`src/rtl/multiply_pkg.sv`:
```
// Shared definitions for the fixed-point gain pipeline: rounding mode encoding
// and the sample/channel width derivations used by every file of the block.
package multiply_pkg;

  typedef enum logic {
    RND_TRUNC   = 1'b0,
    RND_HALF_UP = 1'b1
  } round_mode_e;

  function automatic int calc_dw(input int h, input int w);
    return h + w;
  endfunction

  function automatic int calc_cw(input int n);
    return (n <= 1) ? 1 : $clog2(n);
  endfunction

endpackage

```
`src/rtl/fixmul_round_sat.sv`:
```
// Combinational back end of the gain multiply: drops the fraction bits of the
// double-width product, optionally rounds, then saturates or wraps to DW bits.
module fixmul_round_sat
  import multiply_pkg::*;
#(
  parameter int width_H    = 5,
  parameter int width_W    = 20,
  parameter int round_mode = 0,
  parameter int sat_en     = 1,
  localparam int DW = calc_dw(width_H, width_W),
  localparam int PW = 2 * DW
) (
  input  logic signed [PW-1:0] prod_i,
  output logic signed [DW-1:0] res_o,
  output logic                 ovf_o
);

  // One guard bit keeps the rounding add from wrapping on the most positive product.
  localparam int EW = PW + 1;

  logic signed [EW-1:0] shifted;
  logic                 ovf_w;

  function automatic logic signed [EW-1:0] round_shift(input logic signed [PW-1:0] p);
    logic signed [EW-1:0] ext;
    logic signed [EW-1:0] half;
    ext  = {p[PW-1], p};
    half = '0;
    half[width_W-1] = 1'b1;
    if (round_mode == int'(RND_HALF_UP)) ext = ext + half;
    return ext >>> width_W;
  endfunction

  function automatic logic out_of_range(input logic signed [EW-1:0] s);
    return !((&s[EW-1:DW-1]) || !(|s[EW-1:DW-1]));
  endfunction

  function automatic logic signed [DW-1:0] limit(input logic signed [EW-1:0] s,
                                                 input logic ovf);
    if (ovf && (sat_en != 0)) begin
      return s[EW-1] ? {1'b1, {(DW-1){1'b0}}} : {1'b0, {(DW-1){1'b1}}};
    end
    return s[DW-1:0];
  endfunction

  always_comb begin
    shifted = round_shift(prod_i);
    ovf_w   = out_of_range(shifted);
    res_o   = limit(shifted, ovf_w);
    ovf_o   = ovf_w;
  end

endmodule

```
`src/rtl/multiply_gain_pipe.sv`:
```
// Per-channel fixed-point gain: data_o = data_i * coef[ch], two register stages,
// with a writable coefficient table and a sticky overflow flag.
module multiply_gain_pipe
  import multiply_pkg::*;
#(
  parameter int width_H    = 5,
  parameter int width_W    = 20,
  parameter int ch_num     = 4,
  parameter int const_num  = 6553,
  parameter int round_mode = 0,
  parameter int sat_en     = 1,
  localparam int DW = calc_dw(width_H, width_W),
  localparam int CW = calc_cw(ch_num)
) (
  input  logic                 clk,
  input  logic                 rst,
  input  logic                 data_i_en,
  input  logic signed [DW-1:0] data_i,
  input  logic        [CW-1:0] data_i_ch,
  input  logic                 coef_wr_en,
  input  logic        [CW-1:0] coef_wr_ch,
  input  logic signed [DW-1:0] coef_wr_data,
  input  logic                 ovf_clr,
  output logic                 data_o_en,
  output logic signed [DW-1:0] data_o,
  output logic        [CW-1:0] data_o_ch,
  output logic                 ovf_o
);

  localparam int PW       = 2 * DW;
  localparam int CH_SLOTS = 1 << CW;
  localparam logic signed [DW-1:0] COEF_RST = DW'(const_num);

  logic signed [DW-1:0] coef_q [CH_SLOTS];
  logic signed [DW-1:0] coef_d [CH_SLOTS];
  logic signed [DW-1:0] coef_sel;
  logic signed [PW-1:0] data_ext;
  logic signed [PW-1:0] coef_ext;

  logic                 vld_p1_q, vld_p1_d;
  logic signed [PW-1:0] prod_p1_q, prod_p1_d;
  logic        [CW-1:0] ch_p1_q, ch_p1_d;

  logic                 vld_p2_q, vld_p2_d;
  logic signed [DW-1:0] data_p2_q, data_p2_d;
  logic        [CW-1:0] ch_p2_q, ch_p2_d;
  logic                 ovf_q, ovf_d;

  logic signed [DW-1:0] res_p1;
  logic                 ovf_p1;

  // Stage 0 -> 1: coefficient lookup (pre-write value) and full-width product.
  always_comb begin
    coef_d = coef_q;
    if (coef_wr_en && (int'(coef_wr_ch) < ch_num)) coef_d[coef_wr_ch] = coef_wr_data;

    coef_sel  = (int'(data_i_ch) < ch_num) ? coef_q[data_i_ch] : '0;
    data_ext  = {{DW{data_i[DW-1]}}, data_i};
    coef_ext  = {{DW{coef_sel[DW-1]}}, coef_sel};
    prod_p1_d = data_ext * coef_ext;
    ch_p1_d   = data_i_ch;
    vld_p1_d  = data_i_en;
  end

  fixmul_round_sat #(
    .width_H    (width_H),
    .width_W    (width_W),
    .round_mode (round_mode),
    .sat_en     (sat_en)
  ) u_round_sat (
    .prod_i (prod_p1_q),
    .res_o  (res_p1),
    .ovf_o  (ovf_p1)
  );

  // Stage 1 -> 2: scaled result, outputs hold between valid samples.
  always_comb begin
    vld_p2_d  = vld_p1_q;
    data_p2_d = data_p2_q;
    ch_p2_d   = ch_p2_q;
    if (vld_p1_q) begin
      data_p2_d = res_p1;
      ch_p2_d   = ch_p1_q;
    end
    ovf_d = (vld_p1_q && ovf_p1) || (ovf_q && !ovf_clr);
  end

  always_ff @(posedge clk or posedge rst) begin
    if (rst) begin
      vld_p1_q  <= 1'b0;
      vld_p2_q  <= 1'b0;
      data_p2_q <= '0;
      ch_p2_q   <= '0;
      ovf_q     <= 1'b0;
      for (int i = 0; i < CH_SLOTS; i++) coef_q[i] <= COEF_RST;
    end else begin
      vld_p1_q  <= vld_p1_d;
      vld_p2_q  <= vld_p2_d;
      data_p2_q <= data_p2_d;
      ch_p2_q   <= ch_p2_d;
      ovf_q     <= ovf_d;
      coef_q    <= coef_d;
    end
  end

  always_ff @(posedge clk) begin
    prod_p1_q <= prod_p1_d;
    ch_p1_q   <= ch_p1_d;
  end

  assign data_o_en = vld_p2_q;
  assign data_o    = data_p2_q;
  assign data_o_ch = ch_p2_q;
  assign ovf_o     = ovf_q;

endmodule

```
`config.mk`:
```
export PLATFORM = sky130hd
export DESIGN_NAME = multiply_gain_pipe
export DESIGN_NICKNAME = d
export VERILOG_FILES = /design/src/rtl/multiply_pkg.sv /design/src/rtl/fixmul_round_sat.sv /design/src/rtl/multiply_gain_pipe.sv
export SDC_FILE = /design/constraint.sdc
export NUM_CORES = 2
export LEC_CHECK = 0
export CAP_MARGIN = 20
export CORE_AREA = 3 3 244 306
export CTS_CLUSTER_SIZE = 16
export DETAILED_ROUTE_END_ITERATION = 12
export DIE_AREA = 0 0 247 309
export SLEW_MARGIN = 20
export SYNTH_ARGS = -nofsm -noshare
export SYNTH_HDL_FRONTEND = slang
export SYNTH_SLANG_ARGS = --single-unit
```
`constraint.sdc`:
```
create_clock -name clk -period 11.8 [get_ports clk]
set_clock_uncertainty 0.2 [all_clocks]
set_input_delay 2.36 -clock clk [delete_from_list [all_inputs] [get_ports clk]]
set_output_delay 2.36 -clock clk [all_outputs]
set_load 0.01 [all_outputs]
```
==> results.tsv <==
metric	value	unit
status	complete, no violations	
syn-instance-count	2851	
grt_first_pass_wirelength	119000	µm
yosysWarnings	0	
multi_input_area	0.02169	mm²
arrival	11.01	ns
core_area	0.07198	mm²
cts_resized	0	
drive_above_1_share	0.08997	
finalCritPeriodShare	0.9177	
dieHeight	309	µm
first_iter_violations	901	
yosysTopAreaCell	fa_1	
clockBufferDepth	2	
routedLengthMet1	26490	µm
cts_root_buffer	clkbuf_16	
synth_cell_types	59	
netlist_area	0.02865	mm²
h-tree-depth	4	
worst_pin_slew	1.140	ns
fin_tns_setup	0	ns
post-route-drc-count	0	
postCtsSetupRepairBufs	0	
regArea	0.003930	mm²
ant_nets	0	
max_cap_violations	0	
synth_nets	3705	
cp_slowest_cell	clkdlybuf4s50_1	
max_stage_delay	0.80	ns
final_cells	3842	
postLayoutCellArea	0.03118	mm²
io_pins	88	
detailed_place_hpwl	57660	µm
fp-row-count	110	
die_w	247	µm
wirelength	71910	µm
synth-seq-area-share	0.1371	
cts_tree	done	
clock_sinks	162	
wl_met3	1774	µm
slew_headroom	0.2379	
antenna_cells	0	
port-buffer-count	87	
synth_ff_type	dfrtp_1	
fill_cells	7016	
numCtsBuffers	17	
dr.pass1.iters	5	
overflow	0	
max_freq	0.09234	GHz
grt_pass1_vias	22043	
period_needed	10.83	ns
grt_usage	0.2038	
rsz0062_at_grt	false	
viasPerCell	4.989	
cp-start-kind	input port	
synth_top_cells_by_count	683 x inv_1, 657 x fa_1, 337 x nand2_1	
path_buf_inv	8	
syn_avg_cell_area	10.05	µm²
crit_top_cell	fa_1	
die_area	0.07632	mm²
ctsHoldBuffers	0	
final_nets	3731	
via_count	19166	
start_util	0.3981	
cp_max_fo	25	
crit_family	adder cells	
finalHoldViolations	0	
critPathCaptureType	flop	
finalSetupViolCount	0	
hold_class	reg -> reg	
place_inst	3810	
synth_area_leaders	fa_1 46%, inv_1 8.9%, dfrtp_1 8.9%, and2_1 6.5%, ha_1 6.0%	
clkTransAtPathRegs	0.07	ns
syn2layout_area_growth	8.825	%
route.met2.wl	40080	µm
wl_per_cell	18.72	µm
crit_required	11.98	ns
synth_top_area_frac	0.4590	
grt_max_degree	91	
highest_layer	met4	
synth-async-reset-ratio	0.8025	
path_class	in -> reg	
antenna_found_initial	1	
synth_edf_count	0	
worst_skew_pair.late_latency	0.47	ns
synth.most_common_cell	inv_1	
gp_congestion	0.8612	
place_area	0.03061	mm²
yosys_register_bits	162	
maxSlewViolCount	0	
## area by class of cell
| type | count | area share |
|---|---|---|
| well taps | 952 | 0.03820 |
| flip-flops and latches | 162 | 0.1260 |
| clock buffers | 17 | 0.01364 |
| repair buffers | 135 | 0.03928 |
| clock inverters | 15 | 0.004976 |
| multi-input cells | 1878 | 0.6955 |
| inverters | 683 | 0.08238 |
## worst paths after layout
kind	to	slack, ns	startpoint	cells past startpoint
max	prod_p1_q[43]$_DFF_P_	0.97	data_i_ch[1]	27
min	data_o_ch[1]$_DFFE_PP0P_	0.27	ch_p1_q[1]$_DFF_P_	1
max reg2reg	prod_p1_q[43]$_DFF_P_	3.42	coef_q[2]$_DFFE_PP0P_	26
min reg2reg	data_o_ch[1]$_DFFE_PP0P_	0.27	ch_p1_q[1]$_DFF_P_	1
max in group asynchronous	vld_p1_q$_DFF_PP0_	7.95	rst	3
min in group asynchronous	coef_q[24]$_DFFE_PP0P_	2.25	rst	2
## sequential cells by signal (all words and copies together) (netlist names)
register   flops
data_o        25
coef_q       100
ch_p1_q        2
prod_p1_q     30
vld_p1_q       1
data_o_ch      2
ovf_o          1
data_o_en      1
## placed cells by master, fill, tap and decap left out, types with 5 or more instances in the layout
cell type / n
and2_1: 296
or2_2: 7
nor2_1: 63
inv_8: 6
xnor2_1: 31
dfrtp_1: 101
nand3_1: 10
mux4_2: 23
fa_1: 657
nand4_1: 8
dfstp_2: 28
xor2_1: 9
buf_4: 47
mux2_2: 105
a21oi_1: 87
clkbuf_16: 17
ha_1: 138
a21o_1: 11
clkdlybuf4s50_1: 85
o21ai_0: 22
o21bai_1: 6
inv_1: 682
dfxtp_1: 32
a211oi_1: 5
nand2_1: 337
## metal layers
metal | global-route usage | vias to the layer above
met5 | 0 | -
met4 | 0.09123 | 0
met3 | 0.01535 | 140
met2 | 0.3919 | 367
met1 | 0.2282 | 10214
li1 | - | 8445
## metrics by stage
step / hold slack [ns] / util / worst slack (ns)
2_1_floorplan: 0.1519 / - / 1.830
3_3_place_gp: 0.2437 / 0.4250 / 0.6418
4_1_cts: 0.2739 / 0.4333 / 1.024
6_report: 0.2727 / 0.4332 / 0.9707
5_1_grt: 0.2902 / 0.4332 / 0.4016
3_5_place_dp: 0.2528 / 0.4252 / 0.5364
## worst reg2reg max path, delay by kind of cell, from the launching register on
kind | cells | cell delay, ns
xor+xnor | 1 | 0.13
mux | 1 | 0.77
simple gates | 3 | 0.59
buf+inv | 7 | 0.51
compound gates | 6 | 1.87
fa+ha+maj | 8 | 3.87
flops | 1 | 0.37
## kinds of logic (layout without fill, tap and decap cells)
group / after synthesis / count (layout) / share of synthesized area
buf+inv: 811 / 850 / 0.1067
mux: 133 / 133 / 0.06109
simple gates: 742 / 742 / 0.1274
xor+xnor: 40 / 40 / 0.01223
compound gates: 168 / 168 / 0.03616
fa+ha+maj: 795 / 795 / 0.5193
flops: 162 / 162 / 0.1371
Power is not shown: default switching activity piles up to over one toggle a cycle in this logic, so the estimate is an artifact.
